[src/rtl/fd_circle_fetch.sv]
// fd_circle_fetch: scans interior points of a byte image and fetches
// each centre pixel plus its 16-pixel radius-3 circle as one beat.
module fd_circle_fetch #(
    parameter int WIDTH  = 256,
    parameter int HEIGHT = 128,
    parameter int BORDER = 3
) (
    input  logic         clock,
    input  logic         nReset,
    input  logic         start,
    output logic [14:0]  memAddr,
    input  logic [7:0]   memRdata,
    output logic         outValid,
    input  logic         outReady,
    output logic [14:0]  refAddr,
    output logic [7:0]   refPixel,
    output logic [127:0] adjPixel,
    output logic         busy,
    output logic         done
);

    typedef enum logic [2:0] {
        S_IDLE,
        S_FETCH,
        S_WAIT,
        S_PRESENT,
        S_DONE
    } state_t;

    localparam logic        EMPTY  = (WIDTH <= 2 * BORDER) ||
                                     (HEIGHT <= 2 * BORDER);
    localparam logic [14:0] XFIRST = 15'(BORDER);
    localparam logic [14:0] YFIRST = 15'(BORDER);
    localparam logic [14:0] XLAST  = 15'(WIDTH - 1 - BORDER);
    localparam logic [14:0] YLAST  = 15'(HEIGHT - 1 - BORDER);

    state_t         r_state;
    state_t         w_next;
    logic [4:0]     r_idx;
    logic [14:0]    r_x;
    logic [14:0]    r_y;
    logic [14:0]    r_memHold;
    logic [14:0]    r_refAddr;
    logic [7:0]     r_refPixel;
    logic [127:0]   r_adjPixel;

    logic [14:0]    w_base;
    logic [3:0]     w_ci;
    logic [3:0]     w_bi;
    logic [14:0]    w_addr;
    logic           w_last;

    // Address offset of circle point i relative to the centre, mod 2^15.
    function automatic logic [14:0] f_off(input logic [3:0] i);
        int dx;
        int dy;
        dx = 0;
        dy = 0;
        case (i)
            4'd0:    begin dx =  0; dy = -3; end
            4'd1:    begin dx =  1; dy = -3; end
            4'd2:    begin dx =  2; dy = -2; end
            4'd3:    begin dx =  3; dy = -1; end
            4'd4:    begin dx =  3; dy =  0; end
            4'd5:    begin dx =  3; dy =  1; end
            4'd6:    begin dx =  2; dy =  2; end
            4'd7:    begin dx =  1; dy =  3; end
            4'd8:    begin dx =  0; dy =  3; end
            4'd9:    begin dx = -1; dy =  3; end
            4'd10:   begin dx = -2; dy =  2; end
            4'd11:   begin dx = -3; dy =  1; end
            4'd12:   begin dx = -3; dy =  0; end
            4'd13:   begin dx = -3; dy = -1; end
            4'd14:   begin dx = -2; dy = -2; end
            default: begin dx = -1; dy = -3; end
        endcase
        return 15'(dy * WIDTH + dx);
    endfunction

    assign w_base = 15'(r_y * WIDTH) + r_x;
    // idx k>0 addresses circle point k-1; idx 16 wraps to point 15.
    assign w_ci   = r_idx[3:0] - 4'd1;
    // Byte slot for data arriving at idx k>=2 is k-2.
    assign w_bi   = r_idx[3:0] - 4'd2;
    assign w_addr = w_base +
                    ((r_idx == 5'd0) ? 15'd0 : f_off(w_ci));
    assign w_last = (r_x == XLAST) && (r_y == YLAST);

    assign memAddr  = (r_state == S_FETCH) ? w_addr : r_memHold;
    assign outValid = (r_state == S_PRESENT);
    assign busy     = (r_state == S_FETCH) ||
                      (r_state == S_WAIT)  ||
                      (r_state == S_PRESENT);
    assign done     = (r_state == S_DONE);
    assign refAddr  = r_refAddr;
    assign refPixel = r_refPixel;
    assign adjPixel = r_adjPixel;

    // State register.
    always_ff @(posedge clock or negedge nReset) begin
        if (!nReset) begin
            r_state <= S_IDLE;
        end else begin
            r_state <= w_next;
        end
    end

    // Next-state decode.
    always_comb begin
        w_next = r_state;
        unique case (r_state)
            S_IDLE: begin
                if (start) begin
                    w_next = EMPTY ? S_DONE : S_FETCH;
                end
            end
            S_FETCH: begin
                if (r_idx == 5'd16) begin
                    w_next = S_WAIT;
                end
            end
            S_WAIT: begin
                w_next = S_PRESENT;
            end
            S_PRESENT: begin
                if (outReady) begin
                    w_next = w_last ? S_DONE : S_FETCH;
                end
            end
            S_DONE: begin
                w_next = S_IDLE;
            end
            default: begin
                w_next = S_IDLE;
            end
        endcase
    end

    // Scan position, fetch index and captured pixel data.
    always_ff @(posedge clock or negedge nReset) begin
        if (!nReset) begin
            r_idx      <= 5'd0;
            r_x        <= 15'd0;
            r_y        <= 15'd0;
            r_memHold  <= 15'd0;
            r_refAddr  <= 15'd0;
            r_refPixel <= 8'd0;
            r_adjPixel <= 128'd0;
        end else begin
            unique case (r_state)
                S_IDLE: begin
                    if (start) begin
                        r_x   <= XFIRST;
                        r_y   <= YFIRST;
                        r_idx <= 5'd0;
                    end
                end
                S_FETCH: begin
                    r_memHold <= w_addr;
                    r_idx     <= r_idx + 5'd1;
                    if (r_idx == 5'd1) begin
                        r_refPixel <= memRdata;
                    end else if (r_idx != 5'd0) begin
                        r_adjPixel[{w_bi, 3'b000} +: 8] <= memRdata;
                    end
                end
                S_WAIT: begin
                    r_adjPixel[127:120] <= memRdata;
                    r_refAddr           <= w_base;
                end
                S_PRESENT: begin
                    if (outReady) begin
                        r_idx <= 5'd0;
                        if (!w_last) begin
                            if (r_x == XLAST) begin
                                r_x <= XFIRST;
                                r_y <= r_y + 15'd1;
                            end else begin
                                r_x <= r_x + 15'd1;
                            end
                        end
                    end
                end
                default: begin
                end
            endcase
        end
    end

endmodule

[config.mk]
export PLATFORM = sky130hd
export DESIGN_NAME = fd_circle_fetch
export DESIGN_NICKNAME = d
export VERILOG_FILES = /design/src/rtl/fd_circle_fetch.sv
export SDC_FILE = /design/constraint.sdc
export NUM_CORES = 1
export LEC_CHECK = 0
export CELL_PAD_IN_SITES_DETAIL_PLACEMENT = 1
export CELL_PAD_IN_SITES_GLOBAL_PLACEMENT = 1
export CORE_UTILIZATION = 42
export DETAILED_ROUTE_END_ITERATION = 8
export GPL_TIMING_DRIVEN = 0
export MAX_ROUTING_LAYER = met4
export PLACE_DENSITY = 0.83
export SKIP_LAST_GASP = 1
export SYNTH_ARGS = -nofsm -noshare
export SYNTH_HDL_FRONTEND = slang
export SYNTH_SLANG_ARGS = --single-unit
export TNS_END_PERCENT = 50
[constraint.sdc]
create_clock -name clock -period 6.4 [get_ports clock]
set_input_delay 1.28 -clock clock [delete_from_list [all_inputs] [get_ports clock]]
set_output_delay 1.28 -clock clock [all_outputs]
set_load 0.01 [all_outputs]
==> results.yml <==
global_routing:
  antenna_found_initial: 0
  gr-usage-all-layers_pct: 25.4
  grt_first_pass_wirelength_mm: 47.3
  grt_pass1_vias: 8433
  grt_max_degree: 107
  overflow: 0
logic_synthesis:
  yosysUniqueCellTypes: 69
  yosys-top-cells-area: "dfrtp_1, mux2_2, ha_1"
  netlist_area_mm2: 0.0101
  ys.flop_type: "dfrtp_1"
  async_flop_share_pct: 100
  synth_edf_count: 0
  synthCells: 892
  yosysMostFrequentCell: "dfrtp_1"
  avgSynthCellArea_um2: 11.3
  synth_top_area_share_pct: 50.8
  syn-num-nets: 946
  synth_seq_cells: 204
  ys_seq_area_share_pct: 50.8
  ys_top_cells_by_count: "dfrtp_1, mux2_2, nand2_1"
  yosysTopAreaCell: "dfrtp_1"
  yosysWarningCount: 0
route:
  drc_errors: 0
  routed_wl_mm: 29.3
  postRouteAntennaNets: 0
  dr.pass1.iters: 5
  vias: 7837
  post_drt_wl_per_cell_um: 20.4
  drt_iter0_markers: 358
  via_per_inst: 5.47
timing:
  slew_viol_final: 0
  maxSlewHeadroom_pct: 34.0
  hold_viol_final: 0
  finalCritPeriodShare_pct: 98.6
  fin_crit_ns: 6.31
  fmax_mhz: 158
  finClkSkew_ns: 0.00974
  setup_violations: 0
  worst_slew_pin_slew_ns: 0.985
  setup_ws_ns: 0.0883
  fin_hold_ws_ns: 0.473
  grt_setup_unrepaired: "true"
outcome:
  status: "complete, no violations"
cts:
  cts_buffer_depth: 3
  clockRootBuffer: "clkbuf_16"
  clk_latency_ns: 0.52
  ctsHoldBuffers: 0
  cts_sinks: 204
  htree_levels: 1
  cts_buffers: 23
  cts_tree: "built"
  clk_pin_slew_worst_paths_ns: 0.06
setup_path:
  cp_top_family: "adder cells"
  startpoint_type: "flop"
  cp_max_fo: 10
  slowest_stage: "fa_1"
  slowest_delay_ns: 0.48
  critPathKind: "flop to output port"
  endpoint_kind: "output port"
  cp.required_ns: 5.12
  cp_num_buf_inv: 4
  crit_path_cell_trace: "clkbuf_4 -> inv_2 -> ha_2 -> clkbuf_4 -> nor3_1 -> o22ai_1 -> o211a_1 -> fa_1 -> fa_1 -> nor2b_1 -> ha_2 -> and4_1 -> a221o_1 -> o221a_2 -> a211o_1 -> dlygate4sd2_1"
  rrSetupSlack_ns: 2.05
  cp.arrival_ns: 5.03
placed_design:
  dp.cells: 1391
  port_buffers: 179
  place_ws_ns: -0.362
  globalplace.congestion: 0.831
  hpwl_mm: 21.4
floorplanning:
  start_util_pct: 42.9
  die_w_um: 157
  ios: 181
  dieHeight_um: 157
  die_area_mm2: 0.0246
  core.rowCount: 56
  core_mm2: 0.0235
layout:
  fin_nets: 1151
  regArea_mm2: 0.00511
  final.fill_count: 2476
  multi_input_area_mm2: 0.00476
  syn_to_final_growth_pct: 30.3
  drive_above_1_share_pct: 19.4
  n_antenna_cell: 0
  instances_no_fill: 1433
power_and_ir_drop:
  p_leak_nw: 6.05
  powerDensity_mw_per_mm2: 629
  ir_drop_v: 0.000408
  finalPower_mw: 8.24
hold_path:
  hold_path_class: "flop to flop"
flow_run:
  maxCapViolCount: 0
[area by class of cell]
class | count | share of cell area (%)
Timing Repair Buffer | 183 | 14.1
Clock buffer | 33 | 4.98
Clock inverter | 9 | 0.840
Buffer | 28 | 1.08
Tap cell | 319 | 3.05
Sequential cell | 204 | 39.0
Inverter | 24 | 0.687
Multi-Input combinational cell | 633 | 36.3
[flip-flops by register name, summed over array words and instances, names as in the netlist]
signal,flops
adjPixel,128
r_idx,5
r_memHold,15
r_state,3
r_x,15
r_y,15
refAddr,15
refPixel,8
[cell families (layout without fill, tap and decap cells)]
group	count (synthesis)	count (layout)	share of synthesized area (%)
AOI/OAI and AO/OA	151	151	10.6
xor gates and xnor gates	27	27	2.43
adders and majority gates	42	42	5.52
buffers and inverters	55	277	2.33
DFF	204	204	50.8
muxes	127	127	14.2
and+or+nand+nor	286	286	14.2
[path summary, 6_finish.rpt]
path,start,endpoint,cells past startpoint
setup / recovery,r_idx[0],memAddr[14],16
hold / removal,r_memHold[0],r_memHold[0],2
setup reg to reg,r_idx[0],r_memHold[14],15
hold reg to reg,r_memHold[0],r_memHold[0],2
max in group asynchronous,nReset,r_memHold[11],2
min in group asynchronous,nReset,adjPixel[70],1
[metal layers]
layer  vias up  track usage, %  share of wire (%)
met2       194            44.0                 51
met1      4001            29.7                 40
met4         0            8.45                3.2
met5         -               -                  0
met3        55            4.54                5.3
li1       3587               -                  -
[repair_timing]
item | in CTS | in global routing
setup buffers | 3 | 0
endpoints found under the setup margin | 10 | 7
pin swaps | 1 | 0
gates resized for setup | 22 | 5
[placed cells by master (no fill, tap or decap), drive strengths merged, types with 28 or more instances in the layout]
cell	synthesis	final
a21oi	28	28
clkbuf	23	53
clkdlybuf4s50	0	176
dfrtp	204	204
ha	38	38
mux2	127	127
nand2	96	96
nor2	47	47
o21ai	44	44
[per-stage QoR]
step                cell area (um^2)  utilization (%)  TNS, ns
floorplan                      10100                -        0
global placement               12200             52.2  -916.86
detailed placement             12300             52.3   -0.712
CTS                            13100             55.8        0
global route                   13100             55.8   -0.432
finish                         13100             55.8        0
[worst reg2reg max path, stage by stage (launching register included)]
cell and delay, ns:
dfrtp_1 0.39, clkbuf_4 0.19, inv_2 0.11, ha_2 0.33, clkbuf_4 0.20, nor3_1 0.19, o22ai_1 0.09, o211a_1 0.15
fa_1 0.41, fa_1 0.48, nor2b_1 0.14, ha_2 0.33, and4_1 0.25, a221o_1 0.39, o221a_2 0.26, a211o_1 0.30
[power by group]
| part | switching, mW | total [mW] | internal [mW] |
|---|---|---|---|
| clock | 0.539 | 1.33 | 0.795 |
| sequential | 0.249 | 1.98 | 1.73 |
| combinational | 2.52 | 4.93 | 2.40 |
| total | 3.31 | 8.24 | 4.93 |
No activity file was read; power rests on OpenSTA's default activity.
